File: src/rtl/ap_add_seq.sv
// ap_add_seq: bit-serial B <= A + B sequencer driving CAM compare/tag-write.
// Build option AP_SEQ_SKIP_EMPTY_EN drops write cycles with empty tag vectors.
module ap_add_seq #(
    parameter int WORD_SIZE  = 9,
    parameter int CELL_QUANT = 512,
    parameter int OP_W       = 4
) (
    input  logic                  CLK100MHZ,
    input  logic                  rst,
    input  logic                  start,
    output logic                  busy,
    output logic                  done,
    output logic [WORD_SIZE-1:0]  key,
    output logic [WORD_SIZE-1:0]  mask,
    output logic [WORD_SIZE-1:0]  dina,
    output logic                  cam_mode,
    output logic [CELL_QUANT-1:0] cell_wea_ctrl_ap,
    input  logic [CELL_QUANT-1:0] tags
);

    localparam int BW = (OP_W > 1) ? $clog2(OP_W) : 1;
    localparam int C_POS = 2 * OP_W;
    localparam logic [BW-1:0] LAST_BIT = BW'(OP_W - 1);
    localparam logic [2:0] LAST_PASS = 3'd4;
    localparam logic [WORD_SIZE-1:0] ONE = WORD_SIZE'(1);

    typedef enum logic [2:0] {
        S_IDLE,
        S_CLR_CMP,
        S_CLR_WR,
        S_CMP,
        S_WR,
        S_DONE
    } state_t;

    state_t state, state_nx;
    logic [BW-1:0] bit_i;
    logic [2:0] pass_p;
    logic [CELL_QUANT-1:0] tag_q;
    logic last;
    logic skip;
    logic [2:0] pat;
    logic [1:0] wr;
    logic [WORD_SIZE-1:0] a_sel;
    logic [WORD_SIZE-1:0] b_sel;
    logic [WORD_SIZE-1:0] c_sel;

    assign last = (bit_i == LAST_BIT) && (pass_p == LAST_PASS);

`ifdef AP_SEQ_SKIP_EMPTY_EN
    assign skip = (tags == '0);
`else
    assign skip = 1'b0;
`endif

    always_ff @(posedge CLK100MHZ) begin
        if (!rst) state <= S_IDLE;
        else      state <= state_nx;
    end

    always_ff @(posedge CLK100MHZ) begin
        if (!rst) begin
            tag_q  <= '0;
            bit_i  <= '0;
            pass_p <= '0;
        end else begin
            if (state == S_CLR_CMP || state == S_CMP)
                tag_q <= tags;
            if (state == S_WR || (state == S_CMP && skip)) begin
                if (pass_p == LAST_PASS) begin
                    pass_p <= '0;
                    bit_i  <= (bit_i == LAST_BIT) ? '0 : bit_i + 1'b1;
                end else begin
                    pass_p <= pass_p + 3'd1;
                end
            end else if (state != S_CMP) begin
                pass_p <= '0;
                bit_i  <= '0;
            end
        end
    end

    always_comb begin
        state_nx = state;
        unique case (state)
            S_IDLE:    if (start) state_nx = S_CLR_CMP;
            S_CLR_CMP: state_nx = skip ? S_CMP : S_CLR_WR;
            S_CLR_WR:  state_nx = S_CMP;
            S_CMP: begin
                if (!skip)     state_nx = S_WR;
                else if (last) state_nx = S_DONE;
                else           state_nx = S_CMP;
            end
            S_WR:      state_nx = last ? S_DONE : S_CMP;
            S_DONE:    state_nx = S_IDLE;
            default:   state_nx = S_IDLE;
        endcase
    end

    // Pass order matters: no row's rewritten pattern matches a later pass.
    always_comb begin
        pat = 3'b001;
        wr  = 2'b01;
        unique case (pass_p)
            3'd0:    begin pat = 3'b100; wr = 2'b01; end
            3'd1:    begin pat = 3'b110; wr = 2'b10; end
            3'd2:    begin pat = 3'b101; wr = 2'b10; end
            3'd3:    begin pat = 3'b011; wr = 2'b10; end
            default: begin pat = 3'b001; wr = 2'b01; end
        endcase
    end

    assign a_sel = ONE << bit_i;
    assign b_sel = a_sel << OP_W;
    assign c_sel = ONE << C_POS;

    always_comb begin
        busy             = 1'b1;
        done             = 1'b0;
        key              = '0;
        mask             = '0;
        dina             = '0;
        cam_mode         = 1'b0;
        cell_wea_ctrl_ap = '0;
        unique case (state)
            S_IDLE: busy = 1'b0;
            S_CLR_CMP: begin
                mask = c_sel;
                key  = c_sel;
            end
            S_CLR_WR: begin
                cam_mode         = 1'b1;
                cell_wea_ctrl_ap = tag_q;
                mask             = c_sel;
            end
            S_CMP: begin
                mask = c_sel | b_sel | a_sel;
                key  = ({WORD_SIZE{pat[2]}} & c_sel)
                     | ({WORD_SIZE{pat[1]}} & b_sel)
                     | ({WORD_SIZE{pat[0]}} & a_sel);
            end
            S_WR: begin
                cam_mode         = 1'b1;
                cell_wea_ctrl_ap = tag_q;
                mask             = c_sel | b_sel;
                dina             = ({WORD_SIZE{wr[1]}} & c_sel)
                                 | ({WORD_SIZE{wr[0]}} & b_sel);
            end
            S_DONE: done = 1'b1;
            default: busy = 1'b0;
        endcase
    end

endmodule

File: config.mk
export PLATFORM = sky130hd
export DESIGN_NAME = ap_add_seq
export DESIGN_NICKNAME = d
export VERILOG_FILES = /design/src/rtl/ap_add_seq.sv
export SDC_FILE = /design/constraint.sdc
export NUM_CORES = 1
export LEC_CHECK = 0
export ABC_AREA = 1
export CAP_MARGIN = 20
export CORE_AREA = 2 2 407 409
export CTS_BUF_LIST = sky130_fd_sc_hd__clkbuf_8
export DETAILED_ROUTE_END_ITERATION = 12
export DIE_AREA = 0 0 409 411
export PLACE_DENSITY = 0.44
export RECOVER_POWER = 50
export SLEW_MARGIN = 20
export SYNTH_ARGS = -nofsm -noshare
export SYNTH_HDL_FRONTEND = slang
export SYNTH_SLANG_ARGS = --single-unit
File: constraint.sdc
create_clock -name CLK100MHZ -period 2 [get_ports CLK100MHZ]
set_input_delay 0.5 -clock CLK100MHZ [delete_from_list [all_inputs] [get_ports CLK100MHZ]]
set_output_delay 0.5 -clock CLK100MHZ [all_outputs]
set_load 0.005 [all_outputs]
==> results of run 1 <==
[metal layers]
layer  part of all wire, %  track usage, %  up-vias
met1                    44            16.7    10700
met2                    48            22.1      754
li1                      -               -    11400
met3                   6.6            3.69      179
met5                 0.010               0        -
met4                   2.1            3.38        2
[metrics by stage]
| stage | util [%] | std cells | worst slack, ns | setup TNS (ns) |
|---|---|---|---|---|
| after global routing | 23.0 | 6325 | -1.31 | -675.48 |
| after detailed placement | 21.4 | 6100 | -0.600 | -222.37 |
| after CTS | 23.0 | 6302 | -1.31 | -627.53 |
| after floorplan | - | 2905 | 0.293 | 0 |
| after global placement | 21.4 | 6100 | -0.605 | -221.08 |
| final | 23.0 | 6329 | -1.16 | -529.96 |
[power groups by stage]
stage / sequential [uW] / combinational, uW / clock [uW]
after floorplan: 12000 / 2910 / 0
after global placement: 12000 / 6570 / 0
after detailed placement: 12000 / 6610 / 0
after CTS: 11800 / 6910 / 12300
after global routing: 11900 / 7650 / 12800
final: 11800 / 6960 / 11700
[registers in the layout (all words and copies together), names as in the netlist]
| name | flops |
|---|---|
| pass_p | 3 |
| bit_i | 2 |
| state | 3 |
| tag_q | 512 |
[cells by family (layout without fill, tap and decap cells)]
family                   Yosys count  count (layout)
adder cells (fa/ha/maj)            9               9
other                              1              16
AO/OA/AOI/OAI                   1039            1039
AND/OR/NAND/NOR                  567             567
buffers and inverters            766            1989
flip-flops                       520             520
[worst max-delay path: stages, from the launching register on]
cell and delay (ns):
dfxtp_4 0.36, nor3_4 0.28, nor2_8 0.06, buf_12 0.16
buf_12 0.24, nor2_2 0.16, clkdlybuf4s50_1 0.52
[layout make-up]
| class | count | area (um2) |
|---|---|---|
| antenna | 12 | 30.0 |
| clock buffer | 134 | 1840 |
| fill | 18300 | 126000 |
| sequential | 520 | 10400 |
| inverter | 534 | 2010 |
| multi-input combinational | 1619 | 7960 |
| clock inverter | 57 | 380 |
| tap | 2189 | 2740 |
| timing repair buffer | 1264 | 12400 |
[worst max path at each step]
stage / end / slack (ns) / depth (start not counted)
final: cell_wea_ctrl_ap[220] / -1.16 / 6
after CTS: cell_wea_ctrl_ap[337] / -1.31 / 7
after detailed placement: cell_wea_ctrl_ap[220] / -0.60 / 7
after global routing: cell_wea_ctrl_ap[373] / -1.31 / 6
after floorplan: cell_wea_ctrl_ap[153] / 0.29 / 7
after global placement: cell_wea_ctrl_ap[219] / -0.61 / 8
[synthesized netlist by cell type, drive strengths merged]
cell	count	area share (%)
nor2	544	9.8
inv	534	9.6
a21oi	520	12
dfxtp	520	50
o21ai	517	12
buf	117	3.0
clkbuf	115	2.1
nand2	14	0.29
ha	9	0.54
nor3	5	0.17
nand3	4	0.095
a22oi	1	0.036
conb	1	0.018
o21a	1	0.036
[timing repair]
action	4_1_cts	5_1_grt
hold endpoints to repair	1	0
pin swaps	6	3
hold buffers	1	0
setup buffers	5	8
endpoints found under the setup margin	546	576
resized for setup	373	348
cloned	5	7
==> results.json, run 1 <==
{
  "status": "finished with violations",
  "failed_checks": "setup timing",
  "setup_viol": 868,
  "whs_ns": 0.304,
  "ant_nets": 0,
  "synth_top_family_by_area": "compound AO/OA/AOI/OAI gates",
  "required_ns": 1.50,
  "hold_viol_final": 0,
  "core_area_um2": 164000,
  "grt_max_degree": 99,
  "clockBufferDepth": 3,
  "syn_to_final_growth_pct": 80.0,
  "final_area_um2": 37800,
  "cp.arrival_ns": 2.66,
  "htreeDepth": 3,
  "rows": 149,
  "mostFrequentLayoutCell": "clkdlybuf4s50_1",
  "layout_min_cycle_time_ns": 3.16,
  "clock_sinks": 520,
  "detail_route.iter0.violations": 1072,
  "rsz0062_at_grt": "yes",
  "critPathKind": "register to primary output",
  "timing.final.ws_setup_ns": -1.16,
  "start_util_pct": 12.8,
  "dr_total_vias": 23100,
  "rr_startpoint": "state[2]$_SDFFE_PN0P_",
  "seq_power_share_pct": 38.7,
  "numCtsBuffers": 103,
  "fin_crit_sh_pct": 158,
  "sw_frac_of_total_pct": 30.5,
  "yosys_warnings": 0,
  "grt_pass1_vias": 22200,
  "synth_xor_area_share_pct": 0,
  "r2r_end": "tag_q[299]$_SDFFE_PN0P_",
  "synth_area_um2": 21000,
  "portBuffers": 1052,
  "final_cell_mix": "clkdlybuf4s50_1, inv_1, a21oi_1, dfxtp_1, o21ai_0",
  "place_hpwl_um": 92600,
  "ios": 1057,
  "drtPass1Iterations": 5,
  "syn_area_per_cell_um2": 7.23,
  "synth_compound_area_share_pct": 24.8,
  "power_leakage_uw": 0.0149,
  "cts_root_buf": "clkbuf_8",
  "ir_drop_mv": 0.421,
  "crit_path_start_kind": "register",
  "viasPerCell": 3.65,
  "nets": 4566,
  "finalWirelength_um": 118000,
  "postSynthCellCount": 2902,
  "routedWlPerCell_um": 18.7,
  "synthSimpleGateAreaFrac_pct": 10.4,
  "synth-seq-cells": 520,
  "drc_errors": 0,
  "clockPowerShare_pct": 38.5,
  "clock.fmax_mhz": 317,
  "tightest_slew_ns": 0.838,
  "drive_above_1_share_pct": 15.6,
  "synth.distinct_cells": 21,
  "antenna_found_initial": 37,
  "min_delay_path_depth": 3,
  "fin_skew_ns": 0.0555,
  "maxSlewHeadroom_pct": 44.1,
  "synth_adder_area_share_pct": 0.537,
  "reg2reg_depth": 10,
  "yosys-mux-area-fraction_pct": 0,
  "timing.critical_path.from": "state[2]$_SDFFE_PN0P_",
  "p_int_uw": 21200,
  "die_h_um": 411,
  "power.share.combinational_pct": 22.8,
  "hold_path_class": "primary input to register",
  "drv_cap": 0,
  "die_w_um": 409,
  "cts_tree": "built",
  "clkTransAtPathRegs_ns": 0.06,
  "clk_latency_ns": 0.82,
  "hp-start": "tags[205]",
  "grt_overflow": 0,
  "drv_slew": 0,
  "r2r_setup_slack_ns": -0.36,
  "grtUsageTotal_pct": 13.3,
  "cp_max_fo": 41,
  "crit_path_end_kind": "primary output",
  "fp.dieArea_um2": 168000,
  "ys_seq_area_share_pct": 49.6,
  "net-switching-power_uw": 9300,
  "postPlaceCellArea_um2": 35000,
  "min_to": "tag_q[205]$_SDFFE_PN0P_",
  "power.total_uw": 30500,
  "grt_pass1_wl_um": 162000,
  "power_density_nw_per_um2": 808,
  "gp_congestion": 0.890
}
No activity file was read; power rests on OpenSTA's default activity.
==> run 2, diff against run 1 <==
--- a/config.mk
+++ b/config.mk
@@ -11,6 +11,8 @@
 export CTS_BUF_LIST = sky130_fd_sc_hd__clkbuf_8
 export DETAILED_ROUTE_END_ITERATION = 12
 export DIE_AREA = 0 0 409 411
+export GPL_ROUTABILITY_DRIVEN = 1
+export GPL_TIMING_DRIVEN = 1
 export PLACE_DENSITY = 0.44
 export RECOVER_POWER = 50
 export SLEW_MARGIN = 20
==> results of run 2 <==
Same layout as run 1: the final DEF is identical, and so are final timing and power.
